File: src/rtl/store_narrow_buffer.sv
// Store narrowing stage: lane-aligns byte/half/word stores and queues them for data memory.
// Optional build macro STORE_MERGE_EN folds same-word stores into the tail entry.
module store_narrow_buffer #(
    parameter int DEPTH = 4,
    parameter int CNT_W = 3
) (
    input  logic             clk_i,
    input  logic             rst_i,
    input  logic             st_valid_i,
    output logic             st_ready_o,
    input  logic [31:0]      st_addr_i,
    input  logic [31:0]      st_data_i,
    input  logic [1:0]       st_size_i,
    output logic             mem_valid_o,
    input  logic             mem_ready_i,
    output logic [31:0]      mem_addr_o,
    output logic [31:0]      mem_data_o,
    output logic [3:0]       mem_be_o,
    output logic             misalign_o,
    output logic             empty_o,
    output logic [CNT_W-1:0] count_o
);

    localparam int PW = (DEPTH > 1) ? $clog2(DEPTH) : 1;

    logic [29:0]      addr_q [DEPTH];
    logic [31:0]      data_q [DEPTH];
    logic [3:0]       be_q   [DEPTH];

    logic [PW-1:0]    wr_ptr_q, wr_ptr_d;
    logic [PW-1:0]    rd_ptr_q, rd_ptr_d;
    logic [CNT_W-1:0] count_q, count_d;
    logic             misalign_q, misalign_d;

    logic [1:0]       k;
    logic             legal;
    logic [31:0]      lane_data;
    logic [3:0]       lane_be;
    logic [31:0]      lane_mask;

    logic             full;
    logic             empty;
    logic             accept;
    logic             push;
    logic             pop;
    logic             merge;

    assign k      = st_addr_i[1:0];
    assign full   = (count_q == CNT_W'(DEPTH));
    assign empty  = (count_q == '0);

    // Ready depends only on occupancy; a pop this cycle never frees a slot early.
    assign st_ready_o  = rst_i && !full;
    assign mem_valid_o = !empty;
    assign empty_o     = empty;
    assign count_o     = count_q;
    assign misalign_o  = misalign_q;

    assign accept = st_valid_i && st_ready_o;
    assign pop    = mem_valid_o && mem_ready_i;

    assign mem_addr_o = {addr_q[rd_ptr_q], 2'b00};
    assign mem_data_o = data_q[rd_ptr_q];
    assign mem_be_o   = be_q[rd_ptr_q];

    // Truncate the operand to the access size and steer it onto its byte lanes.
    always_comb begin
        legal     = 1'b0;
        lane_data = '0;
        lane_be   = '0;
        unique case (st_size_i)
            2'b00: begin
                legal     = 1'b1;
                lane_be   = 4'b0001 << k;
                lane_data = 32'(st_data_i[7:0]) << {k, 3'b000};
            end
            2'b01: begin
                legal     = !k[0];
                lane_be   = 4'b0011 << {k[1], 1'b0};
                lane_data = 32'(st_data_i[15:0]) << {k[1], 4'b0000};
            end
            2'b10: begin
                legal     = (k == 2'b00);
                lane_be   = 4'b1111;
                lane_data = st_data_i;
            end
            default: begin
                legal     = 1'b0;
            end
        endcase
    end

    assign lane_mask = {{8{lane_be[3]}}, {8{lane_be[2]}},
                        {8{lane_be[1]}}, {8{lane_be[0]}}};

`ifdef STORE_MERGE_EN
    logic [PW-1:0] tail_ptr;

    assign tail_ptr = wr_ptr_q - PW'(1);
    // The tail is only off limits when it is also the head leaving this cycle.
    assign merge = accept && legal && !empty
                && (addr_q[tail_ptr] == st_addr_i[31:2])
                && !(pop && count_q == CNT_W'(1));
`else
    assign merge = 1'b0;
`endif

    assign push = accept && legal && !merge;

    // Pointer, occupancy and reject-pulse next state.
    always_comb begin
        wr_ptr_d   = wr_ptr_q;
        rd_ptr_d   = rd_ptr_q;
        count_d    = count_q;
        misalign_d = accept && !legal;
        if (push) begin
            wr_ptr_d = wr_ptr_q + PW'(1);
        end
        if (pop) begin
            rd_ptr_d = rd_ptr_q + PW'(1);
        end
        unique case ({push, pop})
            2'b10:   count_d = count_q + CNT_W'(1);
            2'b01:   count_d = count_q - CNT_W'(1);
            default: count_d = count_q;
        endcase
    end

    // Control registers.
    always_ff @(posedge clk_i or negedge rst_i) begin
        if (!rst_i) begin
            wr_ptr_q   <= '0;
            rd_ptr_q   <= '0;
            count_q    <= '0;
            misalign_q <= 1'b0;
        end else begin
            wr_ptr_q   <= wr_ptr_d;
            rd_ptr_q   <= rd_ptr_d;
            count_q    <= count_d;
            misalign_q <= misalign_d;
        end
    end

    // Entry storage; cleared on reset so the head outputs read as zero.
    always_ff @(posedge clk_i or negedge rst_i) begin
        if (!rst_i) begin
            for (int i = 0; i < DEPTH; i++) begin
                addr_q[i] <= '0;
                data_q[i] <= '0;
                be_q[i]   <= '0;
            end
        end else if (push) begin
            addr_q[wr_ptr_q] <= st_addr_i[31:2];
            data_q[wr_ptr_q] <= lane_data;
            be_q[wr_ptr_q]   <= lane_be;
        end
`ifdef STORE_MERGE_EN
        else if (merge) begin
            data_q[tail_ptr] <= (data_q[tail_ptr] & ~lane_mask)
                              | (lane_data & lane_mask);
            be_q[tail_ptr]   <= be_q[tail_ptr] | lane_be;
        end
`endif
    end

endmodule

File: config.mk
export PLATFORM = sky130hd
export DESIGN_NAME = store_narrow_buffer
export DESIGN_NICKNAME = d
export VERILOG_FILES = /design/src/rtl/store_narrow_buffer.sv
export SDC_FILE = /design/constraint.sdc
export NUM_CORES = 1
export LEC_CHECK = 0
export BUFFER_PORTS_ARGS = -buffer_cell sky130_fd_sc_hd__buf_2
export CAP_MARGIN = 15
export CORE_MARGIN = 4
export CORE_UTILIZATION = 30
export DETAILED_ROUTE_END_ITERATION = 10
export GPL_ROUTABILITY_DRIVEN = 1
export GPL_TIMING_DRIVEN = 0
export MAX_ROUTING_LAYER = met4
export PLACE_DENSITY_LB_ADDON = 0.1
export REMOVE_ABC_BUFFERS = 1
export SETUP_SLACK_MARGIN = 0.3
export SLEW_MARGIN = 20
export SYNTH_ARGS = -nofsm -noshare
export SYNTH_HDL_FRONTEND = slang
export SYNTH_SLANG_ARGS = --single-unit
File: constraint.sdc
create_clock -name clk_i -period 5.05 [get_ports clk_i]
set_input_delay 0.7575 -clock clk_i [delete_from_list [all_inputs] [get_ports clk_i]]
set_output_delay 0.7575 -clock clk_i [all_outputs]
set_load 0.01 [all_outputs]
; Word-level counts from Yosys, hierarchy flattened
; Cells that the tools add are included.
[classes]
add_sub_neg = 4
magnitude_cmp = 3
eq_ne = 5
n_shift = 4
mux = 22
bitwise_logic = 2
n_reduce_logical = 14
[op_table]
columns = op, n
row1 = $bwmux W128, 1
row2 = $bwmux W120, 1
row3 = $mux W32, 3
row4 = $pmux W32 S3, 1
row5 = $mux W30, 3
row6 = $bmux W32 S2, 1
row7 = $demux W32 S2, 1
row8 = $bmux W30 S2, 1
row9 = $demux W30 S2, 1
row10 = $shl A16 B5 Y32, 1
row11 = $shl A8 B5 Y32, 1
row12 = $bwmux W16, 1
row13 = $mux W4, 3
row14 = $pmux W4 S3, 1
row15 = $bmux W4 S2, 1
row16 = $demux W4 S2, 1
row17 = $ge A3 B3 Y1 const B, 2
row18 = $logic_and A1 B1 Y1, 6
row19 = $not A2 Y3, 2
row20 = $pmux W3 S2, 1
row21 = $add A2 B1 Y2 const B, 2
row22 = $eq A2 B1 Y1 const B, 2
row23 = $eq A2 B2 Y1 const B, 2
row24 = $logic_not A1 Y1, 4
row25 = other kinds (10), 11
[word_totals]
register_bits = 272
input_bits = 70
output_inout_bits = 75
wordCells = 70

; Depth between registers and ports, before layout
; Gate-level depths: netlist of the first run.
[depth]
word_depth = 7
mapped_depth = 11
depth_no_buf = 10

; Least setup slack after synthesis of the first run
; Ideal clock, no wire load.
[synth_path]
path_kind = in2reg
from = input st_addr_i[1]
to = register count_q[2] (netlist: count_o[2])
setup_ps = 127
arrival_ps = 2379
required_time_ps = 4923
setup_slack_ps = 2544
stages = 11
n_path_buf = 1
path_cell_list = buf_2 > o21a_1 > o22a_4 > nor2_1 > inv_1 > ha_1 > inv_1 > fa_1 > xor2_1 > nor2_1 > xor2_1
[synth_between]
elab_chain_len = 5
elab_cells_between_ends = 7
classes_between = 2 x eq/ne / 2 x mux / 3 x reduce/logical
[synth_rtl]
columns = item, line
row1 = from (decl), 11  ; input logic [31:0] st_addr_i,
row2 = $logic_not A2 Y1 (*), 83  ; legal = (k == 2'b00);
row3 = $pmux W1 S3 (*), 71  ; unique case (st_size_i)
row4 = $logic_and A1 B1 Y1 (*), 108  ; assign push = accept && legal && !merge;
row5 = $eq A2 B1 Y1 or $eq A2 B2 Y1 (tied branches), 122  ; unique case ({push, pop})
row6 = $pmux W3 S2 or $reduce_bool A2 Y1 (tied branches), n/a
row7 = to (signal assigned), 139  ; count_q <= count_d;
row8 = to (decl), 32  ; logic [CNT_W-1:0] count_q, count_d;
; Mark *: on every way between the ends. The rest lies on a longest branch, timed or not.
; A chain may end at the register's enable or synchronous reset.

; Final worst setup path of the first run
[layout_path]
from = input rst_i
to = register data_q[53] (netlist bit)
[layout_between]
elab_chain_len = 3
[layout_rtl]
columns = item, line
row1 = from (decl), 8  ; input logic rst_i,
row2 = $logic_and A1 B1 Y1, 53  ; assign st_ready_o = rst_i && !full;
row3 = $logic_and A1 B1 Y1, 59  ; assign accept = st_valid_i && st_ready_o;
row4 = $logic_and A1 B1 Y1, 108
row5 = "to (signal, indexed assignment)", 154  ; data_q[wr_ptr_q] <= lane_data;
row6 = to (decl), 27  ; logic [31:0] data_q [DEPTH];
; Every way passes these cells.

==> results of run 1 <==
## cells in the final DEF, fill, tap and decap left out, types with 8 or more instances in the layout
master | netlist | routed
a22o_1 | 8 | 8
a22oi_1 | 15 | 15
buf_2 | 11 | 141
buf_6 | 4 | 18
buf_8 | 0 | 15
clkbuf_1 | 11 | 10
clkbuf_16 | 0 | 37
dfrtp_1 | 272 | 270
inv_1 | 39 | 39
mux2_1 | 20 | 20
mux2_2 | 105 | 105
mux2_4 | 108 | 108
mux2i_1 | 34 | 34
mux4_2 | 66 | 66
nand2_1 | 24 | 24
nand3_1 | 8 | 8
o21ai_0 | 9 | 9
## power by group
part           switching, mW  internal [mW]
Combinational           1.43           2.16
Sequential             0.548           3.16
Clock                  0.968           1.46
## kinds of logic after synthesis
kind of cell / after synthesis / share of synthesized area (%)
adders and majority gates: 6 / 0.6294
DFF: 272 / 51.88
xor gates and xnor gates: 6 / 0.4006
AOI/OAI and AO/OA: 39 / 2.184
and+or+nand+nor: 56 / 2.546
muxes: 333 / 37.01
other: 1 / 0.02858
buffers and inverters: 95 / 5.321
## state kept, by name, indices dropped and copies added (netlist names)
| register | cells |
|---|---|
| addr_q | 120 |
| be_q | 16 |
| count_o | 3 |
| data_q | 128 |
| misalign_o | 1 |
| rd_ptr_q | 2 |
| wr_ptr_q | 2 |
## how the worst max path moves through the flow
stage	start	to	slack, ps	cells past startpoint
finish	rst_i	data_q[53]	1450	10
detailed placement	rst_i	data_q[53]	770	10
global placement	rst_i	data_q[18]	-7640	4
CTS	rst_i	data_q[53]	1330	10
global route	rst_i	data_q[53]	1140	10
floorplan	rd_ptr_q[0]	mem_addr_o[10]	930	1
## metal layers
layer  global-route usage (%)  part of all wire (%)
met1                    18.77                    45
met2                    22.59                    47
met3                    4.119                   5.6
met4                    4.007                   1.8
met5                        -                     0
## stage by stage
stage,TNS (ps),setup WS (ps),hold WS [ps],instances
floorplan,0,931.6,452.5,753
global placement,-2761860,-7636,465.9,1480
detailed placement,0,769.0,469.6,1519
CTS,0,1327,189.2,1578
global route,0,1144,203.6,1584
finish,0,1452,172.4,1584
## final cells by class
cell class              count  area, um2  share of cell area [%]
multi-input cells         442       5627                   35.71
inverters                  39      146.4                  0.9291
flip-flops and latches    272       6814                   43.25
clock buffers              52       1032                   6.551
diodes                      6      15.01                 0.09529
well taps                 585      732.0                   4.645
clock inverters             7      71.32                  0.4526
repair buffers            181       1319                   8.370
## critical path, stage by stage
cell and delay (ps):
buf_8 410, buf_16 450, buf_16 330, nand3_2 310
nor3b_4 470, buf_6 250, buf_6 180, buf_6 210
buf_8 180, mux2_2 340
==> results_dict.tcl, run 1 <==
set metrics [dict create \
    worst_ep_required_time_ps 5460 \
    cts_buffers 36 \
    total_power_mw 9.728 \
    status "completed" \
    dpl.hpwl_mm 22.49 \
    synth_area_leaders "dfrtp_1, mux2_4, mux4_2" \
    worstReg2RegEnd "data_q[53]" \
    startpoint_type "primary input" \
    period_needed_ps 3598 \
    drt-total-wl_mm 32.51 \
    port_buffers 142 \
    antenna_found_initial 6 \
    routed_via_density 4.564 \
    nets 1048 \
    timing.rr.start "count_o[2]" \
    grt_pass1_vias 8158 \
    syn_area_mm2 0.01312 \
    root_buffer "clkbuf_16" \
    place_area_mm2 0.01464 \
    cp_data_arrival_time_ps 4010 \
    clock_skew_ps 20.65 \
    overflow 0 \
    fin_crit_sh_pct 71.25 \
    initial_core_util_pct 30.39 \
    die-area_mm2 0.04714 \
    area_growth_pct 20.09 \
    grt_pass1_wl_mm 51.11 \
    rsz0062_at_grt "false" \
    cp-end-kind "flop" \
    dr.first_iter.drc_count 331 \
    num_vias 7230 \
    synth.most_common_cell "dfrtp_1" \
    num_rows 76 \
    path_max_fanout 86 \
    drv_cap 0 \
    cts_tree "yes" \
    slew_headroom_pct 28.33 \
    reg2reg_slack_ps 2460 \
    core_mm2 0.04317 \
    synth_seq_cells 272 \
    final_core_utilization_pct 36.50 \
    cts_resized 0 \
    setup_violations 0 \
    power_leakage_nw 7.213 \
    cts_buffer_depth 3 \
    worstRegToRegCells 8 \
    synth_top_cell_area_share_pct 51.88 \
    async_flop_share_pct 100.0 \
    gp_congestion 0.6931 \
    power_density_mw_per_mm2 617.4 \
    dieHeight_um 217.1 \
    htreeDepth 2 \
    cts.sinks 272 \
    synth_common_cells "dfrtp_1, mux2_4, mux2_2" \
    yosys_warnings 0 \
    drc 0 \
    cts_hold_buf 0 \
    grt_max_degree 87 \
    nFillCells 4193 \
    drv_slew 0 \
    synth-seq-area-share_pct 51.88 \
    ys_types 41 \
    synth_edf_count 0 \
    hold_class "in -> async" \
    syn-mean-instance-area_um2 16.24 \
    avgRoutedWirePerCell_um 20.52 \
    synthFlopType "dfrtp_1" \
    yosys.area.top_type "dfrtp_1" \
    fin_area_mm2 0.01576 \
    final_hold_viol_count 0 \
    drtAntennaViolNets 0 \
    ir_drop_uv 319.4 \
    max_freq_ghz 0.2779 \
    drt-pass1-iter-count 6 \
    clkTransAtPathRegs_ps 50 \
    syn_inst 808 \
    tightest_slew_ps 1061 \
    io_pins 145 \
    die_w_um 217.1 \
    grtUsageTotal_pct 14.52 \
    path_class "in -> reg" \
    worstSkewPairLatency_ps 550 \
    post_cts_buffers 0 \
    drive_above_1_share_pct 52.27 \
]
Power figures use the tool's default switching activity.
==> inputs of run 2 (changes only) <==
- ABC_AREA: not set -> 1
- clock period: 5.05 -> 3.4 ns (I/O delays scaled with it)
==> run 2 against run 1 <==
  * Utilization increased by 0.37 points
  * Register-to-register slack worse by 1900 ps
  * Combinational power rose by 87%
  * Design area up 3.7%
  * Hold slack worse by 150 ps
  * Wire length rose by 56%
  * Clock power rose by 55%
  * Global-route usage grew 6.6 points
  * First-iteration DRC count grew to 3.1 times the previous value
==> results_dict.tcl, run 2 <==
set metrics [dict create \
    cts_tree "yes" \
    drv_cap 0 \
    grt_pass1_vias 12029 \
    final_cell_mix "nand2_1, nand3_1, dfrtp_1, nor2_1, buf_2" \
    area_growth_pct 21.08 \
    fin_area_mm2 0.01634 \
    syn_area_mm2 0.01349 \
    ir_drop_uv 979.8 \
    dr.first_iter.drc_count 1013 \
    yosys.area.top_type "dfrtp_1" \
    drt-pass1-iter-count 5 \
    clock_skew_ps 9.014 \
    reg2reg_slack_ps 520 \
    cp_cell_sequence "buf_12, inv_8, buf_16, o21ai_0, o22ai_1, buf_2" \
    core_mm2 0.04432 \
    dieHeight_um 220.1 \
    tns_ps 0 \
    num_rows 77 \
    final_core_utilization_pct 36.87 \
    die-area_mm2 0.04844 \
    tightest_slew_ps 1027 \
    synth_fa_ha_area_share_pct 0.6120 \
    overflow 0 \
    synth_common_cells "nand2_1, nand3_1, dfrtp_1" \
    cts_buffer_depth 3 \
    drv_slew 0 \
    path_max_fanout 33 \
    power_density_mw_per_mm2 966.1 \
    period_needed_ps 3005 \
    clkTransAtPathRegs_ps 60 \
    worst_ep_required_time_ps 2890 \
    synth.most_common_cell "nand2_1" \
    cts_buffers 34 \
    synth_top_family_by_area "simple AND/OR/NAND/NOR gates" \
    power_leakage_nw 8.375 \
    total_power_mw 15.78 \
    ys_types 27 \
    grtUsageTotal_pct 21.12 \
    drive_above_1_share_pct 13.96 \
    synth_top_cell_area_share_pct 50.44 \
    syn_inst 1761 \
    synthXorXnorAreaFrac_pct 0.1947 \
    synthFlopType "dfrtp_1" \
    post-place-ws_ps -167.8 \
    htreeDepth 2 \
    setup_violations 0 \
    avgRoutedWirePerCell_um 20.68 \
    final_hold_viol_count 0 \
    num_vias 12546 \
    die_w_um 220.1 \
    syn-mean-instance-area_um2 7.663 \
    async_flop_share_pct 100.0 \
    hold_class "in -> async" \
    grt_max_degree 87 \
    cts.sinks 272 \
    synth_area_leaders "dfrtp_1, nand2_1, nand3_1" \
    critical-path-top-delay-family "buffers and inverters" \
    drc 0 \
    synth_edf_count 0 \
    nets 1906 \
    drtAntennaViolNets 0 \
    max_stage_delay_ps 630 \
    cp-end-kind "output port" \
    crit_path_top_delay_cell "dfrtp_4" \
    slew_headroom_pct 31.45 \
    worstRegToRegCells 13 \
    routed_via_density 5.127 \
    gp_congestion 0.7476 \
    fin_crit_sh_pct 88.39 \
    path_class "reg -> out" \
    grt_pass1_wl_mm 76.27 \
    antenna_found_initial 1 \
    yosys_warnings 0 \
    worst-path-buf-inv 4 \
    top_register "data_q" \
    root_buffer "clkbuf_16" \
    synth_simple_gate_area_share_pct 33.52 \
    final_common_cell "nand2_1" \
    drt-total-wl_mm 50.60 \
    synth_seq_cells 272 \
    synth-seq-area-share_pct 50.44 \
    startpoint_type "flop" \
    max_freq_ghz 0.3327 \
    place_area_mm2 0.01495 \
    initial_core_util_pct 30.45 \
    worstSetupPathDepth 6 \
    num_antenna_cells 0 \
    synth_mux_area_share_pct 0 \
    dpl.hpwl_mm 26.95 \
    port_buffers 142 \
    largest_reg_flops 128 \
    status "completed" \
    synth_compound_area_share_pct 8.818 \
    fin_ws_ps 394.6 \
    reg.largest.list "data_q x128, addr_q x120, be_q x16" \
    cp_data_arrival_time_ps 2500 \
    io_pins 145 \
    rsz0062_at_grt "false" \
    worstSkewPairLatency_ps 530 \
]
==> run 2: cell types whose count changed after synthesis, sizes merged, moves of 66 or more <==
cell,previous run,this run
o21ai,9,137
nand3,9,308
mux4,66,0
nor2,5,166
nand2,24,597
mux2,233,0
==> run 2: worst paths after layout <==
kind / from / end
setup / recovery: rd_ptr_q[1] / mem_data_o[8]
hold / removal: rst_i / addr_q[17]
setup reg to reg: count_o[0] / data_q[100]
hold reg to reg: addr_q[77] / addr_q[77]
max in group asynchronous: rst_i / data_q[107]
min in group clk_i: st_addr_i[29] / addr_q[27]
==> run 2: per-layer routing <==
layer | vias to the layer above | GRT usage [%] | wire length, um
li1 | 5953 | - | -
met1 | 6128 | 30.21 | 24060
met2 | 394 | 31.98 | 22600
met4 | 0 | 5.422 | 1158
met3 | 71 | 2.510 | 2782
met5 | - | - | 0
==> run 2: kinds of logic after synthesis <==
kind of cell / Yosys count
buffers and inverters: 178
and+or+nand+nor: 1087
adders and majority gates: 6
DFF: 272
AOI/OAI and AO/OA: 214
other: 1
xor gates and xnor gates: 3
==> run 2: metrics by stage <==
stage / hold WS (ps) / cells
3_3_place_gp: 448.6 / 2351
2_1_floorplan: 214.4 / 1617
6_report: 24.34 / 2447
4_1_cts: 26.55 / 2445
3_5_place_dp: 452.9 / 2378
5_1_grt: 33.52 / 2447
==> run 2: power breakdown <==
part / switching (mW) / total, mW / internal [mW]
combinational: 4.35 / 6.70 / 2.35
clock: 1.46 / 3.76 / 2.30
sequential: 0.772 / 5.32 / 4.55
total: 6.58 / 15.8 / 9.20
==> run 2: area by class of cell <==
type,count,area (um2)
Clock buffer,59,1119
Clock inverter,2,35.03
Fill cell,4727,27980
Inverter,33,143.9
Multi-Input combinational cell,1313,5962
Sequential cell,272,6814
Tap cell,592,740.7
Timing Repair Buffer,176,1524
==> run 2: worst reg2reg max path, delay by kind of cell, from the launching register on <==
kind                   cells  cell delay [ps]
AND/OR/NAND/NOR            7             1010
buffers and inverters      6             1350
flip-flops                 1              400
==> run 2: repair_timing <==
action,4_1_cts,5_1_grt
gates cloned,2,2
endpoints found under the setup margin,65,119
pin swaps,0,1
hold buffers,1,0
endpoints found under the hold margin,48,0
gates resized for setup,4,4
setup buffers,3,0
==> inputs of run 3 (changes only) <==
- clock period: 3.4 -> 2.8 ns (I/O delays scaled with it)
==> run 3 against run 2 <==
  * Combinational power rose by 47%
  * Sequential power rose by 20%
  * Clock power rose by 22%
  * Total power rose by 32%
  * Non-clock buffer count rose by 47
  * Via count rose by 4.6%
  * Design area rose by 7.2%
  * Die area did not move
  * Clock skew rose by 6.3 ps
  * First-iteration DRC count rose by 24%
  * Hold slack improved by 150 ps
  * Critical path depth did not move
==> results_dict.tcl, run 3 (synthesis gave the netlist of run 2 again) <==
set metrics [dict create \
    status "completed" \
    dpl.hpwl_mm 26.95 \
    crit_path_top_delay_cell "dfrtp_4" \
    grt_max_degree 87 \
    final_cell_mix "nand2_1, nand3_1, dfrtp_1, nor2_1, buf_2" \
    met1_usage_pct 34.31 \
    period_needed_ps 2462 \
    worstSetupPathDepth 6 \
    dieHeight_um 220.1 \
    grtUsageTotal_pct 23.88 \
    die_w_um 220.1 \
    dr.first_iter.drc_count 1254 \
    root_buffer "clkbuf_16" \
    routed_via_density 5.235 \
    cpMostUsedCell "buf_16" \
    core_mm2 0.04432 \
    power_leakage_nw 8.983 \
    overflow 0 \
    hp-start "st_addr_i[19]" \
    path_class "reg -> out" \
    max_freq_ghz 0.4061 \
    final_common_cell "nand2_1" \
    initial_core_util_pct 30.45 \
    drive_above_1_share_pct 17.19 \
    cp_data_arrival_time_ps 2040 \
    timing.rr.start "count_o[1]" \
    reg2reg_slack_ps 440 \
    grt_pass1_wl_mm 84.23 \
    tns_ps 0 \
    grt_pass1_vias 12512 \
    startpoint_type "flop" \
    antenna_found_initial 1 \
    critical-path-top-delay-family "buffers and inverters" \
    drt-total-wl_mm 58.11 \
    path_max_fanout 12 \
    ir_drop_uv 1189 \
    worst-path-buf-inv 4 \
    hold_class "in -> reg" \
    worstRegToRegCells 13 \
    nets 1965 \
    gr-usage-met2_pct 36.44 \
    cp_cell_sequence "buf_16, inv_16, buf_16, o21ai_0, o22ai_1, buf_2" \
    tightest_slew_ps 1083 \
    gp_congestion 0.7476 \
    reg.largest.list "data_q x128, addr_q x120, be_q x16" \
    critPathCapture "mem_addr_o[7]" \
    fin_ws_ps 337.8 \
    port_buffers 142 \
    power_density_mw_per_mm2 1187 \
    post-place-ws_ps -677.8 \
    cts.sinks 272 \
    num_vias 13118 \
    die-area_mm2 0.04844 \
    max_stage_delay_ps 530 \
    final_core_utilization_pct 39.52 \
    setup_violations 0 \
    num_rows 77 \
    slew_headroom_pct 27.72 \
    cts_buffer_depth 3 \
    num_antenna_cells 0 \
    rsz0062_at_grt "true" \
    avgRoutedWirePerCell_um 23.19 \
    io_pins 145 \
    dpl.cell_count 2378 \
    htreeDepth 2 \
    cts_tree "yes" \
    drv_cap 0 \
    fin_crit_sh_pct 87.94 \
    grt.met3_usage_pct 2.868 \
    drt-pass1-iter-count 5 \
    cp-end-kind "output port" \
    fin_cells 2506 \
    final_hold_viol_count 0 \
    drv_slew 0 \
    startpoint "rd_ptr_q[0]" \
    clkTransAtPathRegs_ps 60 \
    area_growth_pct 29.78 \
    busiest_layer "met2" \
    top_register "data_q" \
    largest_reg_flops 128 \
    worst_ep_required_time_ps 2380 \
    drtAntennaViolNets 0 \
    worstSkewPairLatency_ps 530 \
    worstReg2RegEnd "addr_q[47]" \
    cts_buffers 34 \
    clock_skew_ps 15.35 \
    drc 0 \
]
==> run 3: how the worst min path moves through the flow <==
stage	to	slack (ps)	cells after the start
after floorplan	addr_q[0]	120	0
after global placement	data_q[70]	450	2
after detailed placement	addr_q[17]	370	1
after CTS	addr_q[27]	150	3
after global routing	addr_q[48]	170	3
final	addr_q[107]	170	3
==> run 3: layer usage <==
layer | routed length (um) | vias to the layer above
li1 | - | 6105
met3 | 3527 | 83
met5 | 0 | -
met2 | 26330 | 469
met1 | 27040 | 6461
met4 | 1217 | 0
==> run 3: worst min-delay path, cell delays in order <==
cell,delay (ps)
buf_2,110
nand3_1,70
nand2_1,60
==> run 3: report_power, final <==
part	leakage, nW	internal (mW)	switching [mW]
combinational	4.84	3.71	6.13
sequential	3.58	5.53	0.838
clock	0.566	2.79	1.80
total	8.98	12.0	8.76
==> run 3: cell type report <==
type                            count  area (um2)
Clock buffer                       59        1119
Clock inverter                      2       35.03
Fill cell                        4635       26800
Inverter                           33       156.4
Multi-Input combinational cell   1322        6176
Sequential cell                   272        6814
Tap cell                          592       740.7
Timing Repair Buffer              223        2439
Timing Repair inverter              3       33.78
==> run 3: metrics by stage <==
stage	instance area (um2)	power, mW	hold WS (ps)
final	17510	20.79	170.5
after global routing	17510	22.08	167.0
after CTS	17310	20.60	152.7
after detailed placement	14950	14.29	365.3
after global placement	14210	13.47	448.6
after floorplan	12760	10.54	124.4
==> run 3: what timing repair did <==
| action | in CTS | in global routing |
|---|---|---|
| gates resized for setup | 42 | 10 |
| pin swaps | 11 | 6 |
| endpoints found under the hold margin | 48 | 0 |
| hold buffers | 3 | 0 |
| setup endpoints to repair | 330 | 145 |
| cloned | 30 | 6 |
| setup buffers | 24 | 4 |
